--- src/rtl/cv32e40p_pkg.sv ---
// Shared cv32e40p types.
// obi_arb_id_e is the requester ID recorded by the instruction OBI arbiter.
package cv32e40p_pkg;

  typedef enum logic {
    FETCH = 1'b0,
    AUX   = 1'b1
  } obi_arb_id_e;

endpackage

--- src/rtl/cv32e40p_obi_arb_order_queue.sv ---
// In-order FIFO of requester IDs for granted-but-unanswered OBI transactions.
// A push and a pop in the same cycle leave the count unchanged.
module cv32e40p_obi_arb_order_queue
  import cv32e40p_pkg::*;
#(
  parameter int unsigned  DEPTH = 2,
  localparam int unsigned PTR_W = (DEPTH > 1) ? $clog2(DEPTH) : 1,
  localparam int unsigned CNT_W = $clog2(DEPTH + 1)
) (
  input  logic             clk,
  input  logic             rst,
  input  logic             push,
  input  obi_arb_id_e      push_id,
  input  logic             pop,
  output obi_arb_id_e      head_id,
  output logic [CNT_W-1:0] count,
  output logic             empty,
  output logic             full
);

  logic [DEPTH-1:0] id_q;
  logic [PTR_W-1:0] wr_ptr_q;
  logic [PTR_W-1:0] rd_ptr_q;
  logic [CNT_W-1:0] cnt_q;
  logic             push_en;
  logic             pop_en;

  assign empty   = (cnt_q == '0);
  assign full    = (cnt_q == CNT_W'(DEPTH));
  assign count   = cnt_q;
  assign head_id = obi_arb_id_e'(id_q[rd_ptr_q]);
  assign push_en = push & ~full;
  assign pop_en  = pop & ~empty;

  // DEPTH is a power of two, so pointer overflow is the modulo wrap.
  always_ff @(posedge clk) begin
    if (rst) begin
      id_q     <= '0;
      wr_ptr_q <= '0;
      rd_ptr_q <= '0;
      cnt_q    <= '0;
    end else begin
      if (push_en) begin
        id_q[wr_ptr_q] <= push_id;
        wr_ptr_q       <= wr_ptr_q + 1'b1;
      end
      if (pop_en) begin
        rd_ptr_q <= rd_ptr_q + 1'b1;
      end
      if (push_en && !pop_en) begin
        cnt_q <= cnt_q + 1'b1;
      end else if (pop_en && !push_en) begin
        cnt_q <= cnt_q - 1'b1;
      end
    end
  end

endmodule

--- src/rtl/cv32e40p_instr_obi_arbiter.sv ---
// Two-port instruction OBI arbiter: prefetch fetch port and aux metadata fetcher
// share one master port, with starvation protection and in-order response routing.
module cv32e40p_instr_obi_arbiter
  import cv32e40p_pkg::*;
#(
  parameter int unsigned MAX_OUTSTANDING = 2,
  parameter int unsigned STARVE_LIMIT    = 4
) (
  input  logic        clk,
  input  logic        rst,

  input  logic        fetch_req_i,
  output logic        fetch_gnt_o,
  input  logic [31:0] fetch_addr_i,
  output logic        fetch_rvalid_o,
  output logic [31:0] fetch_rdata_o,
  output logic        fetch_err_o,

  input  logic        aux_req_i,
  output logic        aux_gnt_o,
  input  logic [31:0] aux_addr_i,
  output logic        aux_rvalid_o,
  output logic [31:0] aux_rdata_o,
  output logic        aux_err_o,

  output logic        instr_req_o,
  input  logic        instr_gnt_i,
  output logic [31:0] instr_addr_o,
  input  logic [31:0] instr_rdata_i,
  input  logic        instr_rvalid_i,
  input  logic        instr_err_i,

  output logic        busy_o,
  output logic        protocol_err_o
);

  localparam int unsigned CNT_W    = $clog2(MAX_OUTSTANDING + 1);
  localparam int unsigned STARVE_W = $clog2(STARVE_LIMIT + 1);

  logic [STARVE_W-1:0] starve_cnt_q;
  logic                lock_q;
  obi_arb_id_e         lock_id_q;
  obi_arb_id_e         unlocked_id;
  obi_arb_id_e         sel_id;
  obi_arb_id_e         head_id;
  logic [CNT_W-1:0]    q_count;
  logic                q_empty;
  logic                q_full;
  logic                starving;
  logic                accept;
  logic                pop;

  assign starving = (starve_cnt_q == STARVE_W'(STARVE_LIMIT));

  always_comb begin
    unlocked_id = FETCH;
    if (aux_req_i && (!fetch_req_i || starving)) begin
      unlocked_id = AUX;
    end
  end

  // A stalled request keeps its winner until accepted (OBI address stability).
  assign sel_id       = lock_q ? lock_id_q : unlocked_id;
  assign instr_req_o  = (fetch_req_i | aux_req_i) & ~q_full;
  assign instr_addr_o = (sel_id == AUX) ? aux_addr_i : fetch_addr_i;
  assign accept       = instr_req_o & instr_gnt_i;
  assign fetch_gnt_o  = accept & (sel_id == FETCH);
  assign aux_gnt_o    = accept & (sel_id == AUX);

  assign pop            = instr_rvalid_i & ~q_empty;
  assign fetch_rvalid_o = pop & (head_id == FETCH);
  assign aux_rvalid_o   = pop & (head_id == AUX);
  assign fetch_rdata_o  = instr_rdata_i;
  assign aux_rdata_o    = instr_rdata_i;
  assign fetch_err_o    = instr_err_i;
  assign aux_err_o      = instr_err_i;

  assign busy_o         = (q_count != '0);
  assign protocol_err_o = instr_rvalid_i & q_empty;

  always_ff @(posedge clk) begin
    if (rst) begin
      lock_q       <= 1'b0;
      lock_id_q    <= FETCH;
      starve_cnt_q <= '0;
    end else begin
      if (accept) begin
        lock_q <= 1'b0;
      end else if (instr_req_o) begin
        lock_q    <= 1'b1;
        lock_id_q <= sel_id;
      end

      if (accept) begin
        if (sel_id == AUX) begin
          starve_cnt_q <= '0;
        end else if (aux_req_i && !starving) begin
          starve_cnt_q <= starve_cnt_q + 1'b1;
        end
      end
    end
  end

  cv32e40p_obi_arb_order_queue #(
    .DEPTH (MAX_OUTSTANDING)
  ) u_order_queue (
    .clk     (clk),
    .rst     (rst),
    .push    (accept),
    .push_id (sel_id),
    .pop     (pop),
    .head_id (head_id),
    .count   (q_count),
    .empty   (q_empty),
    .full    (q_full)
  );

endmodule

--- config.mk ---
export PLATFORM = sky130hd
export DESIGN_NAME = cv32e40p_instr_obi_arbiter
export DESIGN_NICKNAME = d
export VERILOG_FILES = /design/src/rtl/cv32e40p_pkg.sv /design/src/rtl/cv32e40p_obi_arb_order_queue.sv /design/src/rtl/cv32e40p_instr_obi_arbiter.sv
export SDC_FILE = /design/constraint.sdc
export NUM_CORES = 1
export LEC_CHECK = 0
export CORE_AREA = 2 2 82 84
export DETAILED_ROUTE_END_ITERATION = 10
export DIE_AREA = 0 0 84 86
export DONT_BUFFER_PORTS = 1
export HOLD_SLACK_MARGIN = 0.03
export PLACE_DENSITY_LB_ADDON = 0.1
export SYNTH_ARGS = -nofsm -noshare
export SYNTH_HDL_FRONTEND = slang
export SYNTH_HIERARCHICAL = 1
export SYNTH_SLANG_ARGS = --single-unit
--- constraint.sdc ---
create_clock -name clk -period 2.8 [get_ports clk]
set_input_delay 0.56 -clock clk [delete_from_list [all_inputs] [get_ports clk]]
set_output_delay 0.56 -clock clk [all_outputs]
set_load 0.005 [all_outputs]
---- Word level (Yosys, flattened, before mapping) ----
Cells that the tools add are included.
storage, ports and cells
  register bits ........................... 11
  bits of input ports ..................... 103
  output and inout port bits .............. 105
  word-level logic and storage cells ...... 62
cells by class
  add/subtract/negate cells ............... 5
  magnitude comparators ................... 3
  equal/unequal tests ..................... 2
  multiplexer cells ....................... 12
  bitwise operators ....................... 16
  reductions and logical operators ........ 17
operator list
  operator             number
  $mux 32              1
  $and 1x1->1          10
  $mux 3               2
  $reduce_bool 2->1    3
  $logic_and 1x1->1    5
  $mux 1               5
  $not 1->1            5
  $logic_not 1->1      4
  $lt 1x2->1 const B   2
  $mux 2               2
  $reduce_and 2->1     2
  $add 3x1->3 const B  1
  $eq 3x3->1 const B   1
  $add 1x1->1 const B  2
  $add 2x1->2 const B  1
  $bwmux 2             1
  $eq 2x2->1 const B   1
  $logic_not 2->1      1
  $reduce_or 2->1      1
  $sub 2x1->2 const B  1
  $demux 1 s1          1
  $ge 1x1->1 const B   1
  $logic_or 1x1->1     1
  $or 1x1->1           1

---- Depth between registers and ports, before layout ----
Gate-level depths: netlist of the first run.
  depth after elaboration ................. 9
  mapped depth ............................ 11
  depth with buffers taken out ............ 11

---- Hierarchy ----
Netlist of the first run, hierarchy kept.
by module, submodules not included
  module                        times used  cells an instance  area each (sq um)  seq. area each (sq um)
  cv32e40p_instr_obi_arbiter    1           147                1252.5             100.1
  cv32e40p_obi_arb_order_queue  1           31                 280.3              120.1

---- Worst setup path before layout of the first run ----
No wires, ideal clock.
  path type ............................... input -> output
  start point ............................. input fetch_req_i
  end point ............................... output instr_addr_o[10]
  arrival time ............................ 1.517 ns
  data required time ...................... 2.240 ns
  path slack .............................. 0.723 ns
  cell stages on the path ................. 4
  path buffers ............................ 1
  path through ............................ nor2b_1 -> a21oi_4 -> buf_4 -> mux2_2
between the ends
  word-level cells in the longest chain between the ends .. 6
ends and longest elaborated chain
  item               line                              source
  from (decl)        cv32e40p_instr_obi_arbiter.sv:12  input logic fetch_req_i,
  $logic_not 1->1    cv32e40p_instr_obi_arbiter.sv:57  if (aux_req_i && (!fetch_req_i || starving)) begin
  $logic_or 1x1->1   cv32e40p_instr_obi_arbiter.sv:57
  $logic_and 1x1->1  cv32e40p_instr_obi_arbiter.sv:57
  $mux 1             cv32e40p_instr_obi_arbiter.sv:57
  $mux 1             cv32e40p_instr_obi_arbiter.sv:63  assign sel_id = lock_q ? lock_id_q : unlocked_id;
  $mux 32            cv32e40p_instr_obi_arbiter.sv:65  assign instr_addr_o = (sel_id == AUX) ? aux_addr_i : fetch_addr_i;
  to (decl)          cv32e40p_instr_obi_arbiter.sv:28  output logic [31:0] instr_addr_o,
No other way between the ends.

---- Worst setup path in the final report of the first run ----
  start point ............................. register u_order_queue.cnt_q[1] (netlist: u_order_queue/count[1])
  end point ............................... register u_order_queue.cnt_q[1] (netlist: u_order_queue/count[1])
between the ends
  word-level cells in the longest chain between the ends .. 8
  elaborated cells on any way between the ends .. 18
  those cells by class .................... add/sub: 2; eq/ne: 1; mux: 2; bitwise: 7; reduce/logical: 6
ends and longest elaborated chain
  item                                line                                source
  from (decl)                         cv32e40p_obi_arb_order_queue.sv:24  logic [CNT_W-1:0] cnt_q;
  from (signal assigned)              cv32e40p_obi_arb_order_queue.sv:51  cnt_q <= cnt_q + 1'b1;
  from (signal assigned)              cv32e40p_obi_arb_order_queue.sv:53  cnt_q <= cnt_q - 1'b1;
  $eq 2x2->1 (*)                      cv32e40p_obi_arb_order_queue.sv:29  assign full = (cnt_q == CNT_W'(DEPTH));
  via q_full                          cv32e40p_instr_obi_arbiter.sv:48    logic q_full;
  $not 1->1 (*)                       cv32e40p_instr_obi_arbiter.sv:64    assign instr_req_o = (fetch_req_i | aux_req_i) & ~q_full;
  $and 1x1->1 (*)                     cv32e40p_instr_obi_arbiter.sv:64
  via instr_req_o                     cv32e40p_instr_obi_arbiter.sv:26    output logic instr_req_o,
  $and 1x1->1 (*)                     cv32e40p_instr_obi_arbiter.sv:66    assign accept = instr_req_o & instr_gnt_i;
  via accept                          cv32e40p_instr_obi_arbiter.sv:50    logic accept;
  $and 1x1->1 (*)                     cv32e40p_obi_arb_order_queue.sv:32  assign push_en = push & ~full;
  via u_order_queue.push_en           cv32e40p_obi_arb_order_queue.sv:25  logic push_en;
  $logic_not 1->1                     cv32e40p_obi_arb_order_queue.sv:52  end else if (pop_en && !push_en) begin
  $logic_and 1x1->1                   cv32e40p_obi_arb_order_queue.sv:52
  $reduce_bool 2->1 (no source line)  n/a
Mark *: on every way through the listed nets, which the timed path passes. The rest lies on a longest branch. The select of a mux whose other input is x is not followed.
A chain may end at the register's enable or synchronous reset.

==> out/metrics.cfg, run 1 <==
[outcome]
status=finished, final reports clean

[clock_tree]
cts-root-buf=clkbuf_8
cts_buffer_depth=2
cts_resized=0
numCtsBuffers=3
clkTransAtPathRegs_ns=0.05
insertion_delay_ns=0.24
ctsHoldBuffers=0
post_cts_buffers=0
cts_max_level=1
cts_tree=done
cts_sinks=11

[floorplan]
io_pins=208
die_height_um=86
initial_core_util_pct=24.4
placementRows=29
core_area_sq_um=6280
die_area_sq_um=7220
fp.dieW_um=84

[power_and_ir_drop]
switching_share_pct=39.0
power_density_nw_per_um2=654
p_sw_mw=0.300
irDropWorstVdd_uv=366
power.internal_mw=0.469
clkPwrFrac_pct=21.4
pwr-share-seq_pct=29.5
power_frac_comb_pct=49.1
p_leak_nw=0.421

[drt]
drcViolationCount=0
via_per_inst=4.84
drt_iter0_markers=16
drt-wirelength-per-cell_um=20.9
num_vias=925
first_pass_iters=4
ant_nets=0
routed_wl_mm=4.00

[synthesis]
synth_nets=284
syn_area_per_cell_sq_um=8.61
ys_ff_latch=11
syn_area_sq_um=1530
ys_seq_area_share_pct=14.4
ys_warn_count=6
synth_area_leaders=buf_4, mux2_2, dfxtp_1, ha_1, inv_1
synth.distinct_cells=31
synth_cells=178
synth_top_cell_area_share_pct=33.8
yosysTopAreaCell=buf_4

[grt]
grt_pass1_vias=956
grt_pass1_wl_mm=5.60
antenna_found_initial=0
grt_usage_pct=9.91
grt_max_degree=38
grt-ovfl-total=0

[placed_design]
placed_cell_area_sq_um=1130
dp_hpwl_mm=3.35
gp_routability_congestion=0.715
port_buffers=0

[sta]
setup-tns-final_ns=0
hold_viol=0
clock-skew-final_ns=0.00144
rsz0062_at_grt=no
fmax_mhz=420
tightest_slew_ns=0.335
fin_crit_ns=2.38
fin_crit_sh_pct=85.0
finalSetupViolCount=0
drv_slew=0
relSlewSlack_pct=77.1

[final_layout]
final_nets=221
n_fill_cell=694
antenna_cells=0
area.growth.synth_to_final_pct=-23.3
fin_area_sq_um=1180
finish.utilization_pct=18.7
drive_above_1_share_pct=34.2

[setup_path]
crit_top_cell=inv_1
cp.required_ns=2.97
cp-endpoint=u_order_queue/count[1]$_SDFFE_PP0P_
crit_path_top_delay_cell=dfxtp_1
critPathLaunchType=flop
worstPathArrival_ns=2.55
r2r-end=u_order_queue/count[1]$_SDFFE_PP0P_
r2r_slack_ns=0.42
crit_chain=nor2b_2, o21bai_1, inv_1, nand2_1, inv_1, inv_1, nor2_1, ha_1, or3_1, a21oi_1
crit_fanout=6
r2r_cells=10
crit_path_end_kind=flop
r2r_start=u_order_queue/count[1]$_SDFFE_PP0P_
critPathMaxStageDelay_ns=0.38
worst-setup-path-type=flop to flop
crit_path_start=u_order_queue/count[1]$_SDFFE_PP0P_

[job]
cap_violations=0

[min_path]
min-delay-start=rst
hold_class=primary input to flop

-- power groups by stage --
| stage | clock network, mW | registers, mW | logic, mW |
|---|---|---|---|
| 3_3_place_gp | 0 | 0.226 | 0.380 |
| 4_1_cts | 0.171 | 0.227 | 0.389 |
| 3_5_place_dp | 0 | 0.230 | 0.386 |
| 2_1_floorplan | 0 | 0.220 | 0.386 |
| 5_1_grt | 0.177 | 0.234 | 0.418 |
| 6_report | 0.165 | 0.227 | 0.377 |
-- cell type report --
cell class	count	area [sq um]	area share (%)
clock buffer	4	45.0	3.83
inverter	8	30.0	2.55
multi-input combinational	90	764	65.0
sequential	11	220	18.7
tap	77	96.3	8.19
timing repair buffer	1	20.0	1.70
-- worst min-delay path by stage --
stage	to	slack [ns]	cells after the start
floorplan	u_order_queue/id_q[1]$_SDFFE_PP0P_	0.44	2
global placement	u_order_queue/id_q[0]$_SDFFE_PP0P_	0.47	2
detailed placement	u_order_queue/id_q[1]$_SDFFE_PP0P_	0.47	2
CTS	u_order_queue/id_q[1]$_SDFFE_PP0P_	0.38	1
global route	u_order_queue/count[1]$_SDFFE_PP0P_	0.38	1
finish	u_order_queue/count[1]$_SDFFE_PP0P_	0.38	1
-- layout by cell type (no fill, tap or decap), types with 2 or more instances in the layout --
master     n
mux2_2    31
dfxtp_1   11
inv_1      8
nand2_1    6
nor2_1     6
o21ai_0    5
nor2b_1    4
and2_1     3
nand2b_1   3
ha_1       3
clkbuf_8   3
a21oi_1    3
xor2_1     3
mux2i_1    2
mux2_1     2
a211oi_1   2
o32ai_1    2
or3_1      2
-- stage by stage --
step | cells | worst slack, ns | total power [mW] | hold WS (ns)
after floorplan | 178 | 0.723 | 0.606 | 0.444
after global placement | 187 | 0.540 | 0.607 | 0.467
after detailed placement | 187 | 0.446 | 0.616 | 0.466
after CTS | 191 | 0.428 | 0.786 | 0.375
after global routing | 191 | 0.224 | 0.830 | 0.378
final | 191 | 0.421 | 0.769 | 0.381
-- synth_stat cells --
cell / n
or2_2: 1
and2_1: 3
o32ai_1: 2
a21boi_0: 1
mux2_1: 2
a21o_1: 1
nor2b_2: 1
a21oi_1: 3
ha_1: 3
nand2b_1: 3
o2111ai_1: 1
a21bo_2: 1
dfxtp_1: 11
o311a_1: 1
nor2_1: 6
or3b_1: 1
o211ai_1: 1
a211oi_1: 2
nand2_1: 6
mux2_2: 31
o21bai_1: 1
a41oi_1: 1
nand4b_1: 1
inv_1: 8
nor2b_1: 4
mux2i_1: 2
buf_4: 69
a21oi_4: 1
or3_1: 2
xor2_1: 3
o21ai_0: 5
-- worst max-delay path: cells and delay by family (launching register included) --
family	cells	cell delay [ns]
and+or+nand+nor	4	0.90
AOI/OAI and AO/OA	2	0.33
adders and majority gates	1	0.33
DFF	1	0.38
buffers and inverters	3	0.37
-- flip-flops by register name, summed over array words and instances, names as in the netlist --
| name | count |
|---|---|
| starve_cnt_q | 3 |
| u_order_queue/count | 2 |
| u_order_queue/id_q | 2 |
| lock_id_q | 1 |
| lock_q | 1 |
| u_order_queue/rd_ptr_q | 1 |
| u_order_queue/wr_ptr_q | 1 |
-- logic make-up (layout without fill, tap and decap cells) --
logic type	Yosys count	in the layout	synth area share, %
muxes	35	35	25.6
AOI/OAI and AO/OA	21	21	10.2
xor gates and xnor gates	3	3	1.71
DFF	11	11	14.4
buffers and inverters	77	13	35.8
adders and majority gates	3	3	2.45
and+or+nand+nor	28	28	9.96
-- routing by layer --
layer	up-vias	global-route usage [%]	part of all wire [%]
met1	413	9.16	32
met2	104	18.8	52
met5	-	0	0
met4	0	0.880	0.10
li1	406	-	-
met3	2	6.74	16
(Power assumes the default switching activity.)
==> run 2, diff against run 1 <==
==> constraint.sdc (replaced) <==
create_clock -name clk -period 2.27 [get_ports clk]
set_input_delay 0.454 -clock clk [delete_from_list [all_inputs] [get_ports clk]]
set_output_delay 0.454 -clock clk [all_outputs]
set_load 0.005 [all_outputs]
==> out/metrics.cfg, run 2 (synthesis gave the netlist of run 1 again) <==
[final_layout]
drive_above_1_share_pct=43.1  ; +8.9 points
n_fill_cell=680  ; -2.0%
layout_common_cells=mux2_2, dfxtp_1, inv_1
top_register=starve_cnt_q
stdcell_count=200  ; +4.7%
area.growth.synth_to_final_pct=-13.4
final_nets=230  ; +4.1%
antenna_cells=0  ; unchanged
layout_commonest_cell=mux2_2
largest_reg_flops=3  ; unchanged

[placed_design]
dp_hpwl_mm=3.48  ; +3.8%
place_ws_ns=0.185  ; -0.261 ns
dp_cells=190  ; +1.6%
gp_routability_congestion=0.793  ; +11%
port_buffers=0  ; unchanged

[setup_path]
critPathLaunchType=flop
r2r_cells=10  ; unchanged
crit_fanout=9  ; +3
cp.required_ns=1.82  ; -1.15 ns
worst-setup-path-type=flop to output pin
crit_path_end_kind=output pin
worstPathArrival_ns=1.74  ; -0.81 ns

[clock_tree]
numCtsBuffers=3  ; unchanged
cts_tree=done
cts-root-buf=clkbuf_8
cts_buffer_depth=2  ; unchanged
ctsHoldBuffers=0  ; unchanged
clkTransAtPathRegs_ns=0.05  ; about the same
insertion_delay_ns=0.24  ; about the same
cts_sinks=11  ; unchanged
cts_max_level=1  ; unchanged

[grt]
grt_pass1_wl_mm=5.70  ; +1.9%
grt_usage_pct=10.4  ; +0.48 points
grt-ovfl-total=0  ; unchanged
grt_pass1_vias=962  ; +0.63%
antenna_found_initial=0  ; unchanged
grt_max_degree=38  ; unchanged

[power_and_ir_drop]
irDropWorstVdd_uv=447  ; +22%
p_leak_nw=0.490  ; +16%
power_density_nw_per_um2=805  ; +23%

[drt]
num_vias=984  ; +6.4%
via_per_inst=4.92  ; +1.6%
routed_wl_mm=4.63  ; +16%
ant_nets=0  ; unchanged
first_pass_iters=4  ; unchanged
drt-wirelength-per-cell_um=23.1  ; +11%
drcViolationCount=0  ; unchanged
drt_iter0_markers=29  ; +13

[sta]
hold_viol=0  ; unchanged
relSlewSlack_pct=76.4  ; -0.62 points
fin_crit_sh_pct=96.6
timing.hold.ws_ns=0.278  ; -0.103 ns
setup_slack_ns=0.0774  ; -0.344 ns
fin_crit_ns=2.19
tightest_slew_ns=0.350  ; +0.0152 ns
clock-skew-final_ns=0.000566  ; -0.000873 ns
drv_slew=0  ; unchanged
finalSetupViolCount=0  ; unchanged
fmax_mhz=456

[floorplan]
fp.dieW_um=84  ; unchanged
die_area_sq_um=7220  ; unchanged
initial_core_util_pct=24.4  ; unchanged
die_height_um=86  ; unchanged
placementRows=29  ; unchanged
core_area_sq_um=6280  ; unchanged
io_pins=208  ; unchanged

[min_path]
hold-path-cell-count=1  ; unchanged
hold_class=primary input to flop

[job]
cap_violations=0  ; unchanged

[outcome]
status=finished, final reports clean

==> run 2: cell count changes in the layout (fill, tap and decap cells not counted), sizes merged <==
cell,delta
buf,+7
clkbuf,+2
==> run 2: critical path: stages (launching register included) <==
cell	delay, ns
dfxtp_1	0.32
inv_1	0.09
ha_4	0.15
nand2_2	0.07
a21oi_4	0.20
buf_12	0.15
buf_6	0.15
mux2_2	0.36
==> run 2: power by group <==
group,internal [mW],total [mW],switching (mW)
clock network,0.124,0.199,0.0753
registers,0.234,0.284,0.0499
logic,0.308,0.585,0.278
total,0.665,1.07,0.403
==> run 2: area by class of cell <==
type	instances	area, sq um	share of cell area, %
Clock buffer	4	45.0	3.39
Inverter	8	30.0	2.26
Multi-Input combinational cell	90	788	59.4
Sequential cell	11	221	16.7
Tap cell	77	96.3	7.26
Timing Repair Buffer	10	146	11.0
==> run 2: worst paths after layout <==
check | from | to | slack, ns
worst max-delay path | starve_cnt_q[1]$_SDFFE_PP0P_ | instr_addr_o[7] | 0.08
worst min-delay path | rst | u_order_queue/count[1]$_SDFFE_PP0P_ | 0.28
worst max register to register | u_order_queue/count[1]$_SDFFE_PP0P_ | u_order_queue/count[1]$_SDFFE_PP0P_ | 0.24
worst min register to register | u_order_queue/id_q[0]$_SDFFE_PP0P_ | u_order_queue/id_q[0]$_SDFFE_PP0P_ | 0.49
==> run 2: repair_timing <==
action                                  4_1_cts  5_1_grt
endpoints found under the setup margin        0       33
buffers inserted                              0        1
gates resized for setup                       0        7
==> run 2: metal layers <==
layer	share of wire [%]	global-route usage (%)	up-vias
met5	0	0	-
met4	0.41	2.20	0
met3	13	7.03	4
met2	53	18.8	102
met1	34	9.86	451
li1	-	-	427
==> run 2: metrics by stage <==
stage | TNS (ns) | instance area [sq um] | util, % | power, mW
after floorplan | 0 | 1530 | - | 0.747
after global placement | 0 | 1150 | 18.4 | 0.768
after detailed placement | 0 | 1150 | 18.4 | 0.780
after CTS | 0 | 1200 | 19.1 | 0.991
after global routing | -0.0155 | 1330 | 21.1 | 1.16
final | 0 | 1330 | 21.1 | 1.07
